==> config.mk <==
export PLATFORM = sky130hd
export DESIGN_NAME = lcd_controller_flat
export DESIGN_NICKNAME = d
export VERILOG_FILES = /design/src/rtl/lcd_pkg.sv /design/src/rtl/lcd_if.sv /design/src/rtl/lcd_nibble_writer.sv /design/src/rtl/lcd_controller.sv /design/src/flat_wrapper.sv
export SDC_FILE = /design/constraint.sdc
export NUM_CORES = 1
export LEC_CHECK = 0
export CAP_MARGIN = 20
export CORE_ASPECT_RATIO = 1.75
export CORE_MARGIN = 8
export CORE_UTILIZATION = 40
export DETAILED_ROUTE_END_ITERATION = 8
export MAX_ROUTING_LAYER = met4
export SKIP_LAST_GASP = 1
export SYNTH_ARGS = -nofsm -noshare
export SYNTH_HDL_FRONTEND = slang
export SYNTH_SLANG_ARGS = --single-unit
==> constraint.sdc <==
create_clock -name Clock -period 2.4 [get_ports Clock]
set_input_delay 0.36 -clock Clock [delete_from_list [all_inputs] [get_ports Clock]]
set_output_delay 0.36 -clock Clock [all_outputs]
set_load 0.005 [all_outputs]
==> src/rtl/lcd_pkg.sv <==
// Shared definitions for the 4-bit character LCD sequencer: FSM encodings,
// power-on init data and the fixed nibble setup time.
package lcd_pkg;

    typedef enum logic [2:0] {
        S_POWERON,
        S_INIT_NIB,
        S_INIT_WAIT,
        S_IDLE,
        S_HI,
        S_GAP,
        S_LO,
        S_WAIT
    } lcd_state_t;

    typedef enum logic [1:0] {
        W_IDLE,
        W_SETUP,
        W_PULSE
    } nib_state_t;

    localparam int LCD_SETUP_CYCLES = 2;

    localparam logic [7:0] LCD_CMD_CLEAR = 8'h01;
    localparam logic [7:0] LCD_CMD_HOME  = 8'h02;

    // Wake-up nibbles 3,3,3 then 2 to switch the panel into 4-bit mode.
    function automatic logic [3:0] lcd_init_nibble(input logic [1:0] idx);
        return (idx == 2'd3) ? 4'h2 : 4'h3;
    endfunction

    // Function set, entry mode, display on, clear.
    function automatic logic [7:0] lcd_init_cmd(input logic [1:0] idx);
        logic [7:0] cmd;
        case (idx)
            2'd0:    cmd = 8'h28;
            2'd1:    cmd = 8'h06;
            2'd2:    cmd = 8'h0C;
            default: cmd = 8'h01;
        endcase
        return cmd;
    endfunction

    function automatic int lcd_max(input int a, input int b);
        return (a > b) ? a : b;
    endfunction

endpackage

==> src/rtl/lcd_if.sv <==
// Byte write handshake between the ALU datapath (master) and the LCD
// controller (slave): a write is taken on an edge where oReady and iWrite are both high.
interface lcd_if;
    logic       iWrite;
    logic [7:0] iData;
    logic       iRS;
    logic       oReady;

    modport master (output iWrite, output iData, output iRS, input oReady);
    modport slave  (input iWrite, input iData, input iRS, output oReady);
endinterface

==> src/rtl/lcd_nibble_writer.sv <==
// One LCD nibble: data/RS out on start, E high after 2 setup cycles for P_ENABLE_CYCLES; data then held.
// Latency 2+EN cycles start-to-E-fall (done marks the last E-high cycle); start is only taken when idle.
module lcd_nibble_writer
    import lcd_pkg::*;
#(
    parameter int P_ENABLE_CYCLES = 12
) (
    input  logic       clk,
    input  logic       rst,
    input  logic       start,
    input  logic [3:0] nibble,
    input  logic       rs,
    output logic       done,
    output logic       lcd_e,
    output logic       lcd_rs,
    output logic [3:0] lcd_data
);

    localparam int CW = $clog2(lcd_max(P_ENABLE_CYCLES, LCD_SETUP_CYCLES) + 1);

    nib_state_t    state, state_n;
    logic [CW-1:0] cnt, cnt_n;
    logic          e_n, rs_n;
    logic [3:0]    data_n;

    always_ff @(posedge clk) begin
        if (rst) begin
            state    <= W_IDLE;
            cnt      <= '0;
            lcd_e    <= 1'b0;
            lcd_rs   <= 1'b0;
            lcd_data <= '0;
        end else begin
            state    <= state_n;
            cnt      <= cnt_n;
            lcd_e    <= e_n;
            lcd_rs   <= rs_n;
            lcd_data <= data_n;
        end
    end

    always_comb begin
        state_n = state;
        cnt_n   = cnt;
        e_n     = lcd_e;
        rs_n    = lcd_rs;
        data_n  = lcd_data;
        done    = 1'b0;
        unique case (state)
            W_IDLE: begin
                if (start) begin
                    data_n  = nibble;
                    rs_n    = rs;
                    cnt_n   = CW'(LCD_SETUP_CYCLES - 1);
                    state_n = W_SETUP;
                end
            end
            W_SETUP: begin
                if (cnt == '0) begin
                    e_n     = 1'b1;
                    cnt_n   = CW'(P_ENABLE_CYCLES - 1);
                    state_n = W_PULSE;
                end else begin
                    cnt_n = cnt - CW'(1);
                end
            end
            W_PULSE: begin
                if (cnt == '0) begin
                    e_n     = 1'b0;
                    done    = 1'b1;
                    state_n = W_IDLE;
                end else begin
                    cnt_n = cnt - CW'(1);
                end
            end
            default: state_n = W_IDLE;
        endcase
    end

endmodule

==> src/rtl/lcd_controller.sv <==
// LCD sequencer: power-on wait, optional hardware init (`LCD_AUTO_INIT_EN), then one byte per handshake as two nibbles.
// Busy 2+EN+GAP+2+EN+WAIT cycles per byte; oReady is low while busy and writes are then ignored, not queued.
module lcd_controller
    import lcd_pkg::*;
#(
    parameter int P_POWERON_CYCLES = 750000,
    parameter int P_ENABLE_CYCLES  = 12,
    parameter int P_NIBBLE_GAP     = 50,
    parameter int P_CMD_WAIT       = 2000,
    parameter int P_CLEAR_WAIT     = 82000,
    parameter int P_INIT_WAIT1     = 205000,
    parameter int P_INIT_WAIT2     = 5000
) (
    input  logic       Clock,
    input  logic       Reset,
    lcd_if.slave       host,
    output logic       oLCD_Enabled,
    output logic       oLCD_RegisterSelect,
    output logic       oLCD_ReadWrite,
    output logic       oLCD_StrataFlashControl,
    output logic [3:0] oLCD_Data
);

    localparam int CNT_MAX = lcd_max(lcd_max(lcd_max(P_POWERON_CYCLES, P_CLEAR_WAIT),
                                             lcd_max(P_INIT_WAIT1, P_INIT_WAIT2)),
                                     lcd_max(P_CMD_WAIT, P_NIBBLE_GAP));
    localparam int CW = $clog2(CNT_MAX + 1);

    lcd_state_t    state, state_n;
    logic [CW-1:0] cnt, cnt_n, settle;
    logic [7:0]    byte_q, byte_n;
    logic          rs_q, rs_n, ready_q, ready_n;
    logic          wr_start, wr_rs, wr_done;
    logic [3:0]    wr_nib;
`ifdef LCD_AUTO_INIT_EN
    logic [1:0]    idx, idx_n;
    logic          in_init, in_init_n;
    logic [CW-1:0] init_wait;

    assign init_wait = (idx == 2'd0) ? CW'(P_INIT_WAIT1 - 1) :
                       (idx == 2'd1) ? CW'(P_INIT_WAIT2 - 1) : CW'(P_CMD_WAIT - 1);
`endif

    assign settle = (!rs_q && (byte_q == LCD_CMD_CLEAR || byte_q == LCD_CMD_HOME)) ?
                    CW'(P_CLEAR_WAIT - 1) : CW'(P_CMD_WAIT - 1);

    assign host.oReady             = ready_q;
    assign oLCD_ReadWrite          = 1'b0;
    assign oLCD_StrataFlashControl = 1'b1;

    always_ff @(posedge Clock) begin
        if (Reset) begin
            state   <= S_POWERON;
            cnt     <= CW'(P_POWERON_CYCLES);
            byte_q  <= '0;
            rs_q    <= 1'b0;
            ready_q <= 1'b0;
`ifdef LCD_AUTO_INIT_EN
            idx     <= '0;
            in_init <= 1'b0;
`endif
        end else begin
            state   <= state_n;
            cnt     <= cnt_n;
            byte_q  <= byte_n;
            rs_q    <= rs_n;
            ready_q <= ready_n;
`ifdef LCD_AUTO_INIT_EN
            idx     <= idx_n;
            in_init <= in_init_n;
`endif
        end
    end

    // The writer is started on the edge that enters S_HI, S_LO or S_INIT_NIB.
    always_comb begin
        state_n  = state;
        cnt_n    = cnt;
        byte_n   = byte_q;
        rs_n     = rs_q;
        ready_n  = 1'b0;
        wr_start = 1'b0;
        wr_nib   = byte_q[7:4];
        wr_rs    = rs_q;
`ifdef LCD_AUTO_INIT_EN
        idx_n     = idx;
        in_init_n = in_init;
`endif
        unique case (state)
            S_POWERON: begin
                if (cnt == '0) begin
`ifdef LCD_AUTO_INIT_EN
                    idx_n    = 2'd0;
                    wr_start = 1'b1;
                    wr_nib   = lcd_init_nibble(2'd0);
                    wr_rs    = 1'b0;
                    state_n  = S_INIT_NIB;
`else
                    ready_n  = 1'b1;
                    state_n  = S_IDLE;
`endif
                end else begin
                    cnt_n = cnt - CW'(1);
                end
            end
`ifdef LCD_AUTO_INIT_EN
            S_INIT_NIB: begin
                if (wr_done) begin
                    cnt_n   = init_wait;
                    state_n = S_INIT_WAIT;
                end
            end
            S_INIT_WAIT: begin
                if (cnt != '0) begin
                    cnt_n = cnt - CW'(1);
                end else if (idx != 2'd3) begin
                    idx_n    = idx + 2'd1;
                    wr_start = 1'b1;
                    wr_nib   = lcd_init_nibble(idx_n);
                    wr_rs    = 1'b0;
                    state_n  = S_INIT_NIB;
                end else begin
                    idx_n     = 2'd0;
                    in_init_n = 1'b1;
                    byte_n    = lcd_init_cmd(2'd0);
                    rs_n      = 1'b0;
                    wr_start  = 1'b1;
                    wr_nib    = byte_n[7:4];
                    wr_rs     = 1'b0;
                    state_n   = S_HI;
                end
            end
`endif
            S_IDLE: begin
                ready_n = 1'b1;
                if (host.iWrite) begin
                    byte_n   = host.iData;
                    rs_n     = host.iRS;
                    wr_start = 1'b1;
                    wr_nib   = host.iData[7:4];
                    wr_rs    = host.iRS;
                    ready_n  = 1'b0;
                    state_n  = S_HI;
                end
            end
            S_HI: begin
                if (wr_done) begin
                    cnt_n   = CW'(P_NIBBLE_GAP - 1);
                    state_n = S_GAP;
                end
            end
            S_GAP: begin
                if (cnt == '0) begin
                    wr_start = 1'b1;
                    wr_nib   = byte_q[3:0];
                    state_n  = S_LO;
                end else begin
                    cnt_n = cnt - CW'(1);
                end
            end
            S_LO: begin
                if (wr_done) begin
                    cnt_n   = settle;
                    state_n = S_WAIT;
                end
            end
            S_WAIT: begin
                if (cnt == '0) begin
                    ready_n = 1'b1;
                    state_n = S_IDLE;
`ifdef LCD_AUTO_INIT_EN
                    if (in_init) begin
                        if (idx == 2'd3) begin
                            in_init_n = 1'b0;
                        end else begin
                            idx_n    = idx + 2'd1;
                            byte_n   = lcd_init_cmd(idx_n);
                            rs_n     = 1'b0;
                            wr_start = 1'b1;
                            wr_nib   = byte_n[7:4];
                            wr_rs    = 1'b0;
                            ready_n  = 1'b0;
                            state_n  = S_HI;
                        end
                    end
`endif
                end else begin
                    cnt_n = cnt - CW'(1);
                end
            end
            default: state_n = S_POWERON;
        endcase
    end

    lcd_nibble_writer #(
        .P_ENABLE_CYCLES(P_ENABLE_CYCLES)
    ) u_nibble_writer (
        .clk      (Clock),
        .rst      (Reset),
        .start    (wr_start),
        .nibble   (wr_nib),
        .rs       (wr_rs),
        .done     (wr_done),
        .lcd_e    (oLCD_Enabled),
        .lcd_rs   (oLCD_RegisterSelect),
        .lcd_data (oLCD_Data)
    );

endmodule
==> src/flat_wrapper.sv <==
// flat-port wrapper written by rule: the top's interface ports become plain ports
module lcd_controller_flat import lcd_pkg::*;
#(
    parameter int P_POWERON_CYCLES = 750000,
    parameter int P_ENABLE_CYCLES  = 12,
    parameter int P_NIBBLE_GAP     = 50,
    parameter int P_CMD_WAIT       = 2000,
    parameter int P_CLEAR_WAIT     = 82000,
    parameter int P_INIT_WAIT1     = 205000,
    parameter int P_INIT_WAIT2     = 5000
)
  (Clock, Reset, oLCD_Enabled, oLCD_RegisterSelect, oLCD_ReadWrite, oLCD_StrataFlashControl, oLCD_Data, host_iWrite, host_iData, host_iRS, host_oReady);
  lcd_if host_i ();
  input  logic Clock;
  input  logic Reset;
  output logic oLCD_Enabled;
  output logic oLCD_RegisterSelect;
  output logic oLCD_ReadWrite;
  output logic oLCD_StrataFlashControl;
  output logic [3:0] oLCD_Data;
  input wire logic [$bits(host_i.iWrite)-1:0] host_iWrite;
  input wire logic [$bits(host_i.iData)-1:0] host_iData;
  input wire logic [$bits(host_i.iRS)-1:0] host_iRS;
  output wire logic [$bits(host_i.oReady)-1:0] host_oReady;
  assign host_i.iWrite = host_iWrite;
  assign host_i.iData = host_iData;
  assign host_i.iRS = host_iRS;
  assign host_oReady = host_i.oReady;
  lcd_controller #(.P_POWERON_CYCLES(P_POWERON_CYCLES), .P_ENABLE_CYCLES(P_ENABLE_CYCLES), .P_NIBBLE_GAP(P_NIBBLE_GAP), .P_CMD_WAIT(P_CMD_WAIT), .P_CLEAR_WAIT(P_CLEAR_WAIT), .P_INIT_WAIT1(P_INIT_WAIT1), .P_INIT_WAIT2(P_INIT_WAIT2)) u_core (.Clock(Clock), .Reset(Reset), .host(host_i), .oLCD_Enabled(oLCD_Enabled), .oLCD_RegisterSelect(oLCD_RegisterSelect), .oLCD_ReadWrite(oLCD_ReadWrite), .oLCD_StrataFlashControl(oLCD_StrataFlashControl), .oLCD_Data(oLCD_Data));
endmodule
==> metrics.csv <==
metric,value,unit
number of DRC markers after the initial detailed-route iteration,190,
fill cell total of the finished layout,609,
clock sink count,45,
number of max-cap violations,0,
kind of end point of the critical path,flop,
part of the power in registers,56.3,%
Die Span Y,122,um
clock tree skew after final layout,0.00807,ns
largest stage delay on the critical path,0.58,ns
Antenna Diode Count,0,
total vias in the final route,2487,
sequential element share of the synthesized area,35.1,%
number of placement rows,38,
most common flop cell mapped by yosys,dfxtp_1,
most frequent standard cell in the layout excluding fill and tap cells,dfxtp_1,
dpl cells,420,
data arrival at the endpoint of the critical path,2.46,ns
xor and xnor fraction of the mapped netlist area,1.36,%
routed length per instance,15.6,um
outcome,finished clean,
Critical path origin,u_core.cnt[0],
PnR Total Power,1.38,mW
power share of the clock group,35.3,%
setup TNS,0,ns
relative contribution of combinational cells to total power,8.4,%
post-route insts no fill,428,
Max transition margin,56.4,%
net total in the final layout,367,
layout overhead on the synthesized area,17.7,%
Vias per Instance,5.81,
internal power summed over all cells,1.02,mW
hold crit path type,flop to flop,
clock latency of the later-clocked register in the worst-skew pair,0.30,ns
total congestion overflow,0,
placer congestion estimate,0.938,
PD cells,457,nW/um^2
area enclosed by the die boundary,9340,sq um
smallest hold slack,0.459,ns
multi-input gate area in the final layout,1560,sq um
end of the worst register-to-register path,u_core.u_nibble_writer.lcd_data[0],
number of global-route vias before repair,2424,
flop2flop setup slack,0.19,ns
total core area,6230,sq um
Final period util,92.1,%
number of synthesized flops with an enable pin,0,
final-report setup violation count,0,
CP Class,flop to flop,
Least-Margin Pin Slew,0.648,ns
Synth Area in Adders,3.90,%
worst-case setup margin in the final layout,0.191,ns
"Min Clock Period, post-route",2.21,ns
buffering stage count on the worst path with inverters included,1,
largest family of logic cells by synthesized area,simple AND/OR/NAND/NOR gates,
switch share,25.8,%
synthesized netlist net count,340,
compound-gate portion of the synthesized area,24.0,%
GRT Total Usage,15.1,%
Critical Path RT,2.65,ns
starting density of the core,41.2,%
wire length reported by the detailed router,6690,um
top cell type's share of synthesized area,35.1,%
chain of cells forming the critical path,inv_1 > ha_1 > nor4b_2 > and4_1 > and2_1 > a311oi_1 > a221o_1,
leakage power,1.07,nW
number of different library cells in the post-synthesis netlist,58,
width of the chip,76.6,um
first-pass iteration count of the detailed router,4,
peak supply drop,0.000286,V
synthesized flop and latch total,45,
worst-path fanout max,6,
clock transition at the registers of the reported paths,0.09,ns
Final Hold Viols,0,
H-Tree Level Count,2,
multiplexer share of the synthesized area,1.17,%
Crit path depth,7,
fraction of final layout cells sized beyond drive strength 1,10.3,%
max-slew violations,0,
DP HPWL,5130,um
library cell occupying the most area in the post-synthesis netlist,dfxtp_1,
post-place setup slack,0.0637,ns
clock tree root driver cell,clkbuf_8,
CP max-delay cell,a311oi_1,
Worst setup SP type,flop,
count of cells along the worst register-to-register path,7,
pin count of the biggest net entering global routing,32,
RSZ-0062 raised after global routing,false,
remaining routing DRC violations,0,
maximum root-to-sink buffer count,2,
post-synthesis cell area,2570,sq um
CTS hold repair buffers,0,
Mapped Avg Cell Area,8.02,sq um
family of cells with the greatest summed delay on the critical path,compound AO/OA/AOI/OAI gates,
wire length of the first global-routing pass,11400,um
initial antenna violation count,0,
number of primary I/O pins,21,
TritonCTS clock tree,yes,
area taken by flip-flops and latches,901,sq um
NetSw,356,uW
number of nets still failing antenna checks after routing,0,
cell count after synthesis,320,
"commonest cells after routing, fill and taps aside","dfxtp_1 (45), nand2_1 (38), nor2_1 (26)",
IO Port Bufs,18,
share of flip-flops with an asynchronous set or reset,0,%
Inserted Clock Buffers,5,
CP Capture Point,u_core.u_nibble_writer.lcd_data[0],
count of synthesis-stage warnings from yosys,0,
r2r startpoint,u_core.cnt[0],
"share of synthesized cell area in and, or, nand and nor gates",29.7,%
maximum achievable frequency,453,MHz
"top cells by area, synth","dfxtp_1 (35%), nand2_1 (5.6%), a21oi_1 (4.7%), ha_1 (3.9%), nor2_1 (3.8%)",
kinds of logic after synthesis:
kind of cell               Yosys count
other                                2
xor gates and xnor gates             4
muxes                                3
buffers and inverters               27
adders and majority gates            8
DFF                                 45
and+or+nand+nor                    139
AOI/OAI and AO/OA                   92
layout make-up:
cell class	instances	area share [%]
Multi-Input combinational cell	248	51.6
Sequential cell	45	29.8
Timing Repair Buffer	36	10.8
Tap cell	80	3.31
Clock buffer	5	2.28
Inverter	11	1.37
Clock inverter	3	0.745
state kept, by name (all words and copies together), names as in the netlist:
register	count
u_core.u_nibble_writer.lcd_rs	1
u_core.rs_q	1
u_core.state	3
u_core.host.oReady	1
u_core.u_nibble_writer.lcd_data	4
u_core.u_nibble_writer.cnt	4
u_core.u_nibble_writer.lcd_e	1
u_core.cnt	20
u_core.byte_q	8
u_core.u_nibble_writer.state	2
how the worst min path moves through the flow:
| stage | from | to | slack, ns | depth (start not counted) |
|---|---|---|---|---|
| final | u_core.byte_q[4] | u_core.byte_q[4] | 0.46 | 2 |
| after floorplan | u_core.byte_q[4] | u_core.byte_q[4] | 0.44 | 2 |
| after global placement | u_core.byte_q[4] | u_core.byte_q[4] | 0.44 | 2 |
| after global routing | u_core.byte_q[6] | u_core.byte_q[6] | 0.50 | 2 |
| after detailed placement | u_core.byte_q[4] | u_core.byte_q[4] | 0.45 | 2 |
| after CTS | u_core.byte_q[4] | u_core.byte_q[4] | 0.46 | 2 |
stage by stage:
step,utilization [%],instance area [sq um]
after CTS,48.4,3010
after detailed placement,46.9,2920
after global routing,48.5,3020
after global placement,46.9,2920
after floorplan,-,2570
final,48.5,3020
tightest hold or removal path, delay by kind of cell (launching register included):
kind | cells | cell delay, ns
AO/OA/AOI/OAI | 1 | 0.05
flip-flops | 1 | 0.32
AND/OR/NAND/NOR | 1 | 0.05
synthesized netlist by cell type, types with 4 or more instances:
library cell  instances
o22ai_1               4
nor3_1               10
clkbuf_1             11
a211oi_1              5
ha_1                  8
a311oi_1              4
dfxtp_1              45
o21ai_0              17
nor4_1                6
nand4_1               4
and2_1               11
a221o_1               8
nor2_1               26
or4_1                 5
a21o_1                5
nand3_1               7
or3_1                 4
a31oi_1               4
nand2b_1              7
nand2_1              38
a21oi_1              24
inv_1                11
metal layers:
metal	track usage [%]	up-vias	part of all wire, %
met4	7.87	0	3.0
met3	2.29	15	2.8
met2	28.4	51	55
met5	-	-	0
met1	14.6	1186	39
li1	-	1235	-
power by group through the flow:
stage          registers [mW]  clock network, mW  logic (mW)
2_1_floorplan           0.789                  0      0.0650
3_3_place_gp            0.793                  0       0.114
3_5_place_dp            0.793                  0       0.114
4_1_cts                 0.776              0.505       0.115
5_1_grt                 0.780              0.537       0.128
6_report                0.777              0.487       0.115
repair_timing:
item / in CTS / in global routing
setup endpoints to repair: 0 / 11
buffers inserted: 0 / 0
resized for setup: 0 / 2
Power figures use the tool's default switching activity.
